[src/rtl/hsaf_mon_pkg.sv]
// hsaf_mon_pkg: shared FSM encodings and counter width for the error monitors
package hsaf_mon_pkg;
  localparam int CNT_W = 16;
  localparam logic [1:0] WARMUP    = 2'd0;
  localparam logic [1:0] TRACKING  = 2'd1;
  localparam logic [1:0] CONVERGED = 2'd2;
  localparam logic [1:0] DIVERGED  = 2'd3;
endpackage

[src/rtl/mse_monitor_err_square.sv]
// err_square: registered square of a signed Q-format error, rounded and saturated
module err_square #(
  parameter int WIDTH = 16,
  parameter int QP    = 12
) (
  input  logic             clk,
  input  logic             reset,
  input  logic             clear,
  input  logic [WIDTH-1:0] err_in,
  input  logic             err_valid,
  output logic [WIDTH-1:0] sq,
  output logic             sq_valid
);
  localparam logic [2*WIDTH:0] RND = (2*WIDTH+1)'(1) << (QP - 1);
  logic signed [2*WIDTH-1:0] prod;
  logic [2*WIDTH:0] rnd, shf;
  logic [WIDTH-1:0] sq_d;
  always_comb begin
    prod = $signed(err_in) * $signed(err_in);
    rnd = {1'b0, prod} + RND;
    shf = rnd >> QP;
    sq_d = |shf[2*WIDTH:WIDTH] ? '1 : shf[WIDTH-1:0];
  end
  // clear drops the sample being captured so it never reaches the average
  always_ff @(posedge clk or posedge reset)
    if (reset) begin
      sq <= '0;
      sq_valid <= 1'b0;
    end else begin
      sq <= sq_d;
      sq_valid <= err_valid & ~clear;
    end
endmodule

[src/rtl/mse_monitor.sv]
// mse_monitor: EMA of squared filter error with warmup/tracking/converged/diverged FSM
// optional MSE_MON_PEAK_EN adds a peak |err_in| tracker on peak_err
module mse_monitor
  import hsaf_mon_pkg::*;
#(
  parameter int WIDTH      = 16,
  parameter int QP         = 12,
  parameter int AVG_SHIFT  = 4,
  parameter int WARMUP_LEN = 8,
  parameter int HOLD_LEN   = 4,
  parameter int CONV_THR   = 16,
  parameter int DIV_THR    = 16'h4000
) (
  input  logic             clk,
  input  logic             reset,
  input  logic [WIDTH-1:0] err_in,
  input  logic             err_valid,
  input  logic             clear,
  output logic [WIDTH-1:0] mse_out,
  output logic [1:0]       state_out,
  output logic             converged,
  output logic             diverged,
  output logic [CNT_W-1:0] conv_count,
  output logic [WIDTH-1:0] peak_err
);
  localparam int AW = WIDTH + AVG_SHIFT;
  localparam logic [WIDTH-1:0] CT = WIDTH'(CONV_THR);
  localparam logic [WIDTH-1:0] DT = WIDTH'(DIV_THR);
  localparam logic [CNT_W-1:0] WL = CNT_W'(WARMUP_LEN);
  localparam logic [CNT_W-1:0] HL = CNT_W'(HOLD_LEN);
  logic [WIDTH-1:0] sq, mse_n;
  logic sq_valid;
  logic [AW-1:0] acc, acc_n;
  logic [AW:0] sum;
  logic [CNT_W-1:0] sample_cnt, cnt_n, hold_cnt, hold_n;
  logic [1:0] state, state_n;
  err_square #(.WIDTH(WIDTH), .QP(QP)) u_sq (
    .clk(clk), .reset(reset), .clear(clear), .err_in(err_in),
    .err_valid(err_valid), .sq(sq), .sq_valid(sq_valid)
  );
  // all transitions are judged on the post-update average and count
  always_comb begin
    sum = {1'b0, acc - (acc >> AVG_SHIFT)} + {{(AVG_SHIFT+1){1'b0}}, sq};
    acc_n = sum[AW] ? '1 : sum[AW-1:0];
    mse_n = acc_n[AW-1:AVG_SHIFT];
    cnt_n = &sample_cnt ? sample_cnt : sample_cnt + 1'b1;
    hold_n = mse_n < CT ? hold_cnt + 1'b1 : '0;
    state_n = (state != DIVERGED && mse_n > DT) ? DIVERGED :
              state == WARMUP    ? (cnt_n >= WL ? TRACKING : WARMUP) :
              state == TRACKING  ? (hold_n == HL ? CONVERGED : TRACKING) :
              state == CONVERGED ? (mse_n >= CT ? TRACKING : CONVERGED) : DIVERGED;
  end
  always_ff @(posedge clk or posedge reset)
    if (reset) begin
      acc <= '0;
      sample_cnt <= '0;
      hold_cnt <= '0;
      conv_count <= '0;
      state <= WARMUP;
    end else if (clear) begin
      acc <= '0;
      sample_cnt <= '0;
      hold_cnt <= '0;
      conv_count <= '0;
      state <= WARMUP;
    end else if (sq_valid) begin
      acc <= acc_n;
      sample_cnt <= cnt_n;
      hold_cnt <= (state == TRACKING && state_n == TRACKING) ? hold_n : '0;
      conv_count <= (state == TRACKING && state_n == CONVERGED) ? cnt_n : conv_count;
      state <= state_n;
    end
  assign mse_out = acc[AW-1:AVG_SHIFT];
  assign state_out = state;
  assign converged = state == CONVERGED;
  assign diverged = state == DIVERGED;
`ifdef MSE_MON_PEAK_EN
  logic [WIDTH-1:0] mag, peak;
  // the most negative input has no positive twin, so it pins to the max
  always_comb
    mag = !err_in[WIDTH-1] ? err_in :
          err_in[WIDTH-2:0] == '0 ? {1'b0, {(WIDTH-1){1'b1}}} : -err_in;
  always_ff @(posedge clk or posedge reset)
    if (reset) peak <= '0;
    else if (clear) peak <= '0;
    else if (err_valid && mag > peak) peak <= mag;
  assign peak_err = peak;
`else
  assign peak_err = '0;
`endif
endmodule
[config.mk]
export PLATFORM = sky130hd
export DESIGN_NAME = mse_monitor
export DESIGN_NICKNAME = d
export VERILOG_FILES = /design/src/rtl/hsaf_mon_pkg.sv /design/src/rtl/mse_monitor_err_square.sv /design/src/rtl/mse_monitor.sv
export SDC_FILE = /design/constraint.sdc
export NUM_CORES = 1
export LEC_CHECK = 0
export BUFFER_PORTS_ARGS = -buffer_cell sky130_fd_sc_hd__buf_2
export CORE_ASPECT_RATIO = 0.75
export CORE_MARGIN = 2
export CORE_UTILIZATION = 25
export CTS_BUF_LIST = sky130_fd_sc_hd__clkbuf_8 sky130_fd_sc_hd__clkbuf_16
export CTS_CLUSTER_SIZE = 14
export DETAILED_ROUTE_END_ITERATION = 12
export MAX_ROUTING_LAYER = met4
export SLEW_MARGIN = 30
export SYNTH_ARGS = -nofsm -noshare
export SYNTH_HDL_FRONTEND = slang
export SYNTH_SLANG_ARGS = --single-unit
[constraint.sdc]
create_clock -name clk -period 15.3 [get_ports clk]
set_clock_uncertainty 0.2 [all_clocks]
set_input_delay 3.06 -clock clk [delete_from_list [all_inputs] [get_ports clk]]
set_output_delay 3.06 -clock clk [all_outputs]
set_load 0.01 [all_outputs]
==> run summary, run 1 <==
Most common cell in the synthesized netlist: inv_1
Met2 wire len: 17680 um
Slew Viols, Final: 0
Synth Instances: 1826
GRT Resource Usage Total: 12.51%
Worst path buffer plus inverter count: 6
Initial DRC Count: 778
Clk pin slew, worst setup/hold paths: 0.07 ns
DRT met1 WL: 17290 um
Critical path endpoint category: flip-flop
Drt pass-1 iters: 6
Root Buffer: clkbuf_16
Routability cong.: 0.8835
Detailed Place HPWL: 31120 um
Nets@finish: 2191
Synth area leaders: fa_1 (30%), dfrtp_1 (14%), ha_1 (9.9%), inv_1 (8.9%), xnor2_1 (3.6%)
Setup TNS: 0 ns
Crit-path cells: buf_2, inv_1, nor2_1, fa_1, inv_1, fa_1, inv_1, fa_1, fa_1, fa_1, inv_1, fa_1, inv_1, ha_1, nand4_1, nor2_1, nand3_1, o21a_1, a311o_1, o311a_1, a31oi_1, nand4b_4, a221oi_4, o21ai_1
CTS tree: yes
Chip width: 294.8 um
I/O Buffers: 55
Final ANT Viol Nets: 0
Unrepaired setup endpoints after global routing: false
Slew HR: 43.81%
Hold buffer count at CTS: 0
Resized cells post-CTS: 0
Drt wl/cell: 14.06 um
Multi-input gate area: 0.01181 sq mm
Arrival @ worst endpoint: 11.02 ns
Layout cells sized above 1: 6.777%
Fin. Hold Viols: 0
Synth top area share: 29.79%
Filler Cells Inserted: 6631
Reg area: 0.002177 sq mm
CTS Buffer Depth: 2
Crit-path leading delay family: adder cells
Initial antenna violation count: 0
Most used DFF post-synth: dfrtp_1
Critical path depth: 24
Layout Area Growth over Synthesis: 7.589%
Sequential area share after synthesis: 13.73%
Startpoint types: primary input
Worst Path Max Fanout: 20
Clock sink total: 87
Setup violations, final: 0
Post-Syn Area: 0.01586 sq mm
DR top layer: met4
Post-CTS Setup Bufs: 0
Mean Syn Cell Area: 8.686 sq um
Slowest CP cell: a221oi_4
F_max: 90.62 MHz
Starting Density: 25.43%
Synth cell count leaders: inv_1 (376), fa_1 (236), nand2_1 (144)
Post-synth EDFFs: 0
Final instance area: 0.01706 sq mm
Yosys cell types: 81
Inserted Clock Buffers: 9
Vias: 12320
Post-synth ARST share: 100.0%
Vias in the first global route: 13290
Maxcap violations: 0
WS Path Type: primary input to flip-flop
I/O pin count: 72
FF-to-FF path depth: 19
Warnings, synthesis: 0
Outcome: complete, no violations
Placed Cells: 2649
Slowest stage delay, CP: 0.78 ns
H-tree depth: 3
Via density: 4.624
Fin crit period: 11.04 ns
Req. time, crit path: 15.29 ns
Post-DP Area: 0.01678 sq mm
HP Class: flip-flop to flip-flop
Largest net degree at the start of global routing: 84
Layout Cells excl Fill: 2665
Routed WL: 37460 um
First-pass GRT wire length: 65720 um
Final cycle utilization of the critical path: 72.13%
Hold path depth: 1
Row count: 79
Post-synthesis register bit count: 87
Diodes inserted: 0
Clk_lat worst skew: 0.36 ns
Worst slew pin tran: 0.8429 ns
Synth area leader: fa_1
Residual DRC: 0
Die height: 222.1 um
Full die area: 0.06549 sq mm
Core Box Area: 0.06237 sq mm
Overflow after GRT: 0
Met3 WL post-DR: 1905 um
Crit-path most repeated cell: fa_1
==> stage by stage <==
| step | hold slack, ns | setup slack [ns] | util [%] |
|---|---|---|---|
| after floorplan | 0.2921 | 4.890 | - |
| after global placement | 0.3238 | 4.166 | 26.88 |
| after detailed placement | 0.3295 | 3.911 | 26.90 |
| after CTS | 0.3396 | 4.259 | 27.35 |
| after global routing | 0.3601 | 3.616 | 27.36 |
| final | 0.3362 | 4.265 | 27.36 |
==> layout by cell type (no fill, tap or decap), types with 4 or more instances in the layout <==
| master | Yosys | layout |
|---|---|---|
| a211oi_1 | 14 | 14 |
| a21o_1 | 19 | 19 |
| a21oi_1 | 85 | 85 |
| a221oi_1 | 14 | 14 |
| a31o_2 | 7 | 7 |
| a31oi_1 | 22 | 22 |
| a41oi_1 | 5 | 5 |
| and2_1 | 34 | 34 |
| and3_1 | 21 | 21 |
| and4_1 | 6 | 5 |
| buf_2 | 5 | 55 |
| clkbuf_16 | 0 | 9 |
| conb_1 | 1 | 16 |
| dfrtp_1 | 87 | 87 |
| fa_1 | 236 | 236 |
| ha_1 | 125 | 125 |
| inv_1 | 376 | 376 |
| mux2_2 | 6 | 6 |
| mux2i_1 | 11 | 11 |
| nand2_1 | 144 | 144 |
| nand2_2 | 10 | 10 |
| nand2b_1 | 7 | 7 |
| nand3_1 | 55 | 55 |
| nand3b_1 | 7 | 7 |
| nand4_1 | 14 | 14 |
| nor2_1 | 104 | 102 |
| nor2b_1 | 9 | 9 |
| nor3_1 | 31 | 31 |
| nor4_1 | 9 | 9 |
| o2111ai_1 | 8 | 8 |
| o211ai_1 | 6 | 6 |
| o21a_1 | 6 | 6 |
| o21ai_0 | 37 | 37 |
| o21ai_1 | 14 | 14 |
| o21bai_1 | 8 | 8 |
| o31ai_1 | 4 | 4 |
| or2_2 | 10 | 10 |
| or3_1 | 5 | 5 |
| xnor2_1 | 66 | 66 |
| xor2_1 | 40 | 40 |
==> worst paths after layout <==
path,start,endpoint,slack (ns)
max reg2reg,acc[4]$_DFFE_PP0P_,conv_count[15]$_DFFE_PP0P_,8.71
min,hold_cnt[0]$_DFFE_PP0P_,hold_cnt[0]$_DFFE_PP0P_,0.34
min reg2reg,hold_cnt[0]$_DFFE_PP0P_,hold_cnt[0]$_DFFE_PP0P_,0.34
min in group asynchronous,reset,acc[17]$_DFFE_PP0P_,2.36
max in group asynchronous,reset,u_sq.sq[6]$_DFF_PP0_,11.58
max,err_in[15],u_sq.sq[13]$_DFF_PP0_,4.26
==> cell families (layout without fill, tap and decap cells) <==
group           after synthesis  count (layout)  share of synthesized area [%]
compound gates              282             282                          11.91
xor+xnor                    106             106                          5.854
fa+ha+maj                   361             361                          39.65
buf+inv                     480             454                          12.25
flops                        87              87                          13.73
mux                          17              17                          1.120
other cells                   1              16                        0.02364
simple gates                492             492                          15.46
==> routing by layer <==
layer	global-route usage, %	vias up
met1	16.64	6173
li1	-	5803
met2	20.39	305
met4	2.535	0
met3	1.594	42
met5	-	-
==> worst reg2reg max path, delay by kind of cell (launching register included) <==
kind | cells | cell delay, ns
AOI/OAI and AO/OA | 10 | 2.63
and+or+nand+nor | 3 | 1.69
adders and majority gates | 3 | 0.97
xor gates and xnor gates | 2 | 0.56
DFF | 1 | 0.41
buffers and inverters | 1 | 0.05
==> state kept, by name (all words and copies together), names as in the netlist <==
signal	flops
acc	20
conv_count	16
hold_cnt	16
sample_cnt	16
u_sq.sq	16
state_out	2
u_sq.sq_valid	1
==> final cells by class <==
| type | instances | share of cell area (%) |
|---|---|---|
| Multi-Input combinational cell | 1274 | 69.20 |
| Sequential cell | 87 | 12.76 |
| Inverter | 379 | 8.344 |
| Tap cell | 850 | 6.233 |
| Timing Repair Buffer | 59 | 1.811 |
| Clock buffer | 9 | 1.320 |
| Clock inverter | 7 | 0.3300 |
Power of run 1 is not shown: default switching activity piles up to over one toggle a cycle in this logic, so the estimate is an artifact.
==> run 2, diff against run 1 <==
==> constraint.sdc (replaced) <==
create_clock -name clk -period 10 [get_ports clk]
set_clock_uncertainty 0.2 [all_clocks]
set_input_delay 2 -clock clk [delete_from_list [all_inputs] [get_ports clk]]
set_output_delay 2 -clock clk [all_outputs]
set_load 0.01 [all_outputs]
==> run 2 against run 1 <==
Against the previous run:
- worst hold slack got worse by 0.0027 ns
- die area did not move
- highest routed layer unchanged
- critical endpoint is now u_sq.sq[2]$_DFF_PP0_
- critical path type unchanged
- clock-buffer cell count unchanged
- sequential share of layout area is 0.092 points lower
- setup slack worse by 3.7 ns
- critical path depth unchanged
- register-to-register slack worse by 5.4 ns
- core utilization grew 0.20 points
- sequential cell count is the same
==> run summary, run 2 (synthesis results as in run 1) <==
Max reg flops: 20 (unchanged)
Unrepaired setup endpoints after global routing: false
Outcome: complete, no violations
Diodes inserted: 0 (unchanged)
Slowest stage delay, CP: 0.58 ns (-0.20 ns)
I/O Buffers: 55 (unchanged)
Full die area: 0.06549 sq mm (unchanged)
Layout cells sized above 1: 7.499% (+0.72 points)
Die height: 222.1 um (unchanged)
Setup violations, final: 0 (unchanged)
Final instance area: 0.01719 sq mm (+0.73%)
Inserted Clock Buffers: 9 (unchanged)
Largest net degree at the start of global routing: 80 (-4.8%)
Drt wl/cell: 14.17 um (+0.80%)
Final ANT Viol Nets: 0 (unchanged)
Final WS setup: 0.5526 ns (-3.712 ns)
Overflow after GRT: 0 (unchanged)
Vias: 12340 (+0.11%)
Root Buffer: clkbuf_16
Post-DP Area: 0.01686 sq mm (+0.50%)
GRT Resource Usage Total: 12.67% (+0.16 points)
First-pass GRT wire length: 66270 um (+0.84%)
Commonest cells after routing, fill and taps aside: inv_1 (374), fa_1 (236), nand2_1 (144)
F_max: 105.8 MHz
Hold buffer count at CTS: 0 (unchanged)
Fin. Hold Viols: 0 (unchanged)
Vias in the first global route: 13100 (-1.4%)
Initial antenna violation count: 0 (unchanged)
CTS tree: yes
HP Class: flip-flop to flip-flop
Crit-path cells: buf_2, inv_1, nor2_1, fa_1, inv_1, fa_1, inv_1, fa_1, fa_1, fa_1, inv_1, fa_1, inv_1, ha_1, nand4_2, or4_4, a41oi_2, o21ai_1, or2_1, or4_4, nand4b_4, a221oi_4, buf_4, o21ai_1
Clk_lat worst skew: 0.36 ns (about the same)
Detailed Place HPWL: 31790 um (+2.1%)
Arrival @ worst endpoint: 9.48 ns (-1.54 ns)
I/O pin count: 72 (unchanged)
Startpoint types: primary input
Critical path endpoint category: flip-flop
Routed WL: 37930 um (+1.2%)
Drt pass-1 iters: 5 (-1)
Core Box Area: 0.06237 sq mm (unchanged)
Slew Viols, Final: 0 (unchanged)
Starting Density: 25.43% (unchanged)
Slew HR: 44.82% (+1.0 points)
Setup TNS: 0 ns (unchanged)
Nets@finish: 2203 (+0.55%)
Layout Area Growth over Synthesis: 8.370%
Routability cong.: 0.8910 (+0.85%)
Filler Cells Inserted: 6677 (+0.69%)
Row count: 79 (unchanged)
Commonest non-fill, non-tap cell in the layout: inv_1
Largest reg by FF count: acc
CTS Buffer Depth: 2 (unchanged)
Pre-CTS setup slack: 0.1411 ns (-3.770 ns)
Fin crit period: 9.447 ns
Maxcap violations: 0 (unchanged)
WS Path Type: primary input to flip-flop
Multi-input gate area: 0.01181 sq mm (unchanged)
Worst slew pin tran: 0.8149 ns (-0.02797 ns)
Residual DRC: 0 (unchanged)
Via density: 4.609 (-0.34%)
Worst Path Max Fanout: 16 (-20%)
Clk pin slew, worst setup/hold paths: 0.07 ns (about the same)
Reg area: 0.002177 sq mm (unchanged)
Final cycle utilization of the critical path: 94.47%
Req. time, crit path: 10.03 ns (-5.26 ns)
Initial DRC Count: 855 (+9.9%)
Clock sink total: 87 (unchanged)
Slowest CP cell: or4_4
Crit-path most repeated cell: fa_1
H-tree depth: 3 (unchanged)
Final Util: 27.56% (+0.20 points)
Chip width: 294.8 um (unchanged)
Setup slack, reg-to-reg: 3.28 ns (-5.43 ns)
-- run 2: cell types whose count changed in the layout (fill, tap and decap cells not counted), sizes merged --
| cell | change |
|---|---|
| clkinv | -1 |
| bufinv | +1 |
| buf | +12 |
-- run 2: layout make-up --
class	instances	area share (%)
clock buffers	9	1.310
flip-flops and latches	87	12.67
clock inverters	7	0.5023
multi-input cells	1274	68.70
inverters	379	8.306
well taps	850	6.188
repair buffers	71	2.322
-- run 2: worst paths after layout --
path	start	to	cells past startpoint
worst max-delay path	err_in[3]	u_sq.sq[2]$_DFF_PP0_	24
worst min-delay path	hold_cnt[0]$_DFFE_PP0P_	hold_cnt[0]$_DFFE_PP0P_	1
worst max register to register	acc[4]$_DFFE_PP0P_	conv_count[15]$_DFFE_PP0P_	19
worst min register to register	hold_cnt[0]$_DFFE_PP0P_	hold_cnt[0]$_DFFE_PP0P_	1
max in group asynchronous	reset	u_sq.sq[7]$_DFF_PP0_	3
min in group asynchronous	reset	state_out[1]$_DFFE_PP0P_	2
-- run 2: metrics by stage --
stage          std cells  hold slack (ns)
6_report            2677           0.3335
5_1_grt             2677           0.3668
4_1_cts             2677           0.3408
3_5_place_dp        2661           0.3286
3_3_place_gp        2661           0.3232
2_1_floorplan       1841           0.2921
-- run 2: routing by layer --
metal  up-vias  share of wire (%)  global-route usage [%]
li1       5830                  -                       -
met1      6157                 47                   17.09
met2       306                 46                   20.17
met3        44                5.5                   2.125
met4         0                1.3                   2.156
met5         -                  0                       -
-- run 2: critical path, delay by kind of cell --
kind                       cells  cell delay [ns]
and+or+nand+nor                6             2.07
AOI/OAI and AO/OA              4             0.89
buffers and inverters          7             1.20
adders and majority gates      7             3.29
-- run 2: repair_timing --
item                       CTS  global route
buffers inserted             0             0
setup endpoints to repair    0             4
resized for setup            0             1
Power of run 2 is left out for the same reason.
==> run 3, diff against run 2 <==
--- a/config.mk
+++ b/config.mk
@@ -13,7 +13,8 @@
 export CTS_CLUSTER_SIZE = 14
 export DETAILED_ROUTE_END_ITERATION = 12
 export MAX_ROUTING_LAYER = met4
-export SLEW_MARGIN = 30
+export RECOVER_POWER = 25
+export SLEW_MARGIN = 20
 export SYNTH_ARGS = -nofsm -noshare
 export SYNTH_HDL_FRONTEND = slang
 export SYNTH_SLANG_ARGS = --single-unit
==> run 3 against run 2 <==
Against the previous run:
- setup slack improved by 0.029 ns
- first-iteration DRC count decreased by 2.6%
- wire length about the same
- non-clock buffer count unchanged
- the flow now finishes with violations (max-capacitance violations, max-slew violations)
- core utilization decreased by 0.054 points
- final area decreased by 0.20%
- critical path depth unchanged
- clock-buffer cell count unchanged
- sequential share of layout area about the same
- sequential cell count unchanged
- fmax increased by 0.31%
- die area unchanged
==> run summary, run 3 (synthesis results as in run 1) <==
Outcome: finished, violations left
Failing checks: max-capacitance violations, max-slew violations
Largest net degree at the start of global routing: 80 (unchanged)
Overflow after GRT: 0 (unchanged)
Crit path launch: err_in[3]
Starting Density: 25.43% (unchanged)
Unrepaired setup endpoints after global routing: false
Worst path buffer plus inverter count: 7 (unchanged)
Arrival @ worst endpoint: 9.44 ns (-0.04 ns)
Maxcap violations: 2 (+2)
Largest reg by FF count: acc
Clk_lat worst skew: 0.35 ns (about the same)
Slowest stage delay, CP: 0.58 ns (about the same)
Startpoint types: primary input
Commonest cells after routing, fill and taps aside: inv_1 (375), fa_1 (236), nand2_1 (144)
Worst setup path endpoint: u_sq.sq[2]$_DFF_PP0_
CTS tree: yes
Setup violations, final: 0 (unchanged)
Filler Cells Inserted: 6657 (-0.30%)
Crit-path cells: buf_2, inv_1, nor2_1, fa_1, inv_1, fa_1, inv_1, fa_1, fa_1, fa_1, inv_1, fa_1, inv_1, ha_1, nand4_2, or4_4, a41oi_2, o21ai_1, or2_1, or4_4, nand4b_4, a221oi_4, buf_4, o21ai_1
Diodes inserted: 0 (unchanged)
Setup TNS: 0 ns (unchanged)
Crit Reg-Reg Endpoint: conv_count[15]$_DFFE_PP0P_
Req. time, crit path: 10.03 ns (about the same)
Initial antenna violation count: 0 (unchanged)
Max reg flops: 20 (unchanged)
Layout Area Growth over Synthesis: 8.157%
Slowest CP cell: or4_4
Multi-input gate area: 0.01180 sq mm (about the same)
Residual DRC: 0 (unchanged)
Die height: 222.1 um (unchanged)
Crit-path leading delay family: adder cells
Post-CTS Setup Bufs: 0 (unchanged)
Fin crit period: 9.418 ns (-0.02949 ns)
Critical path endpoint category: flip-flop
Slew HR: -195.2% (-240 points)
H-tree depth: 3 (unchanged)
Vias in the first global route: 13100 (-0.0076%)
Worst Path Max Fanout: 16 (unchanged)
Clock sink total: 87 (unchanged)
CTS Buffer Depth: 2 (unchanged)
HP Class: flip-flop to flip-flop
Chip width: 294.8 um (unchanged)
Worst slew pin tran: 4.428 ns (+3.614 ns)
Final Util: 27.50% (-0.054 points)
FF-to-FF path depth: 19 (unchanged)
Core Box Area: 0.06237 sq mm (unchanged)
Slew Viols, Final: 140 (+140)
Inserted Clock Buffers: 9 (unchanged)
Detailed Place HPWL: 31750 um (-0.12%)
Crit-path most repeated cell: fa_1
Initial DRC Count: 833 (-2.6%)
Layout cells sized above 1: 7.225% (-0.27 points)
Final ANT Viol Nets: 0 (unchanged)
Drt pass-1 iters: 6 (+1)
Row count: 79 (unchanged)
Clk pin slew, worst setup/hold paths: 0.07 ns (about the same)
WS Path Type: primary input to flip-flop
F_max: 106.2 MHz (+0.31%)
Reg area: 0.002177 sq mm (unchanged)
I/O pin count: 72 (unchanged)
GRT Resource Usage Total: 12.66% (about the same)
Via density: 4.634 (+0.54%)
Full die area: 0.06549 sq mm (unchanged)
Nets@finish: 2203 (unchanged)
Drt wl/cell: 14.16 um (about the same)
Root Buffer: clkbuf_16
Final cycle utilization of the critical path: 94.18% (-0.29 points)
I/O Buffers: 55 (unchanged)
Fin. Hold Viols: 0 (unchanged)
Worst reg2reg path startpoint: acc[4]$_DFFE_PP0P_
Commonest non-fill, non-tap cell in the layout: inv_1
Routability cong.: 0.8910 (unchanged)
Routed WL: 37910 um (about the same)
Vias: 12400 (+0.54%)
First-pass GRT wire length: 66340 um (+0.10%)
Critical path depth: 24 (unchanged)
Setup slack, reg-to-reg: 3.33 ns (+0.05 ns)
==> run 3: cell types whose count changed in the layout (fill, tap and decap cells not counted), sizes merged <==
cell	before	now
buf	71	69
clkinvlp	2	3
clkbuf	9	11
inv	379	378
==> run 3: worst min-delay path by stage <==
| stage | from | endpoint | slack [ns] | depth (start not counted) |
|---|---|---|---|---|
| 2_1_floorplan | hold_cnt[0]$_DFFE_PP0P_ | hold_cnt[0]$_DFFE_PP0P_ | 0.29 | 1 |
| 5_1_grt | hold_cnt[0]$_DFFE_PP0P_ | hold_cnt[0]$_DFFE_PP0P_ | 0.37 | 1 |
| 4_1_cts | hold_cnt[0]$_DFFE_PP0P_ | hold_cnt[0]$_DFFE_PP0P_ | 0.34 | 1 |
| 6_report | hold_cnt[0]$_DFFE_PP0P_ | hold_cnt[0]$_DFFE_PP0P_ | 0.34 | 1 |
| 3_5_place_dp | hold_cnt[0]$_DFFE_PP0P_ | hold_cnt[0]$_DFFE_PP0P_ | 0.33 | 1 |
| 3_3_place_gp | hold_cnt[0]$_DFFE_PP0P_ | hold_cnt[0]$_DFFE_PP0P_ | 0.32 | 1 |
==> run 3: layout make-up <==
cell class | count | share of cell area, %
clock buffers | 9 | 1.313
clock inverters | 7 | 0.4230
inverters | 379 | 8.322
multi-input cells | 1274 | 68.79
flip-flops and latches | 87 | 12.69
well taps | 850 | 6.200
repair buffers | 71 | 2.261
==> run 3: what timing repair did <==
action	CTS	global route
endpoints found under the setup margin	0	4
resized for setup	0	1
hold buffers	0	0
==> run 3: metrics by stage <==
stage / worst slack (ns) / hold slack (ns) / std cells / area [sq um]
after detailed placement: 0.1590 / 0.3291 / 2661 / 16860
after global placement: 0.3341 / 0.3232 / 2661 / 16860
after CTS: 0.5109 / 0.3409 / 2677 / 17150
final: 0.5821 / 0.3389 / 2677 / 17150
after global routing: 0.07659 / 0.3665 / 2677 / 17150
after floorplan: 0.6499 / 0.2921 / 1841 / 15920
==> run 3: metal layers <==
metal | wire (um) | vias up | track usage (%)
met5 | 0 | - | -
met4 | 537 | 0 | 2.321
met3 | 1695 | 35 | 1.393
met2 | 17470 | 266 | 19.98
met1 | 18210 | 6277 | 17.62
li1 | - | 5826 | -
Power of run 3 is left out for the same reason.
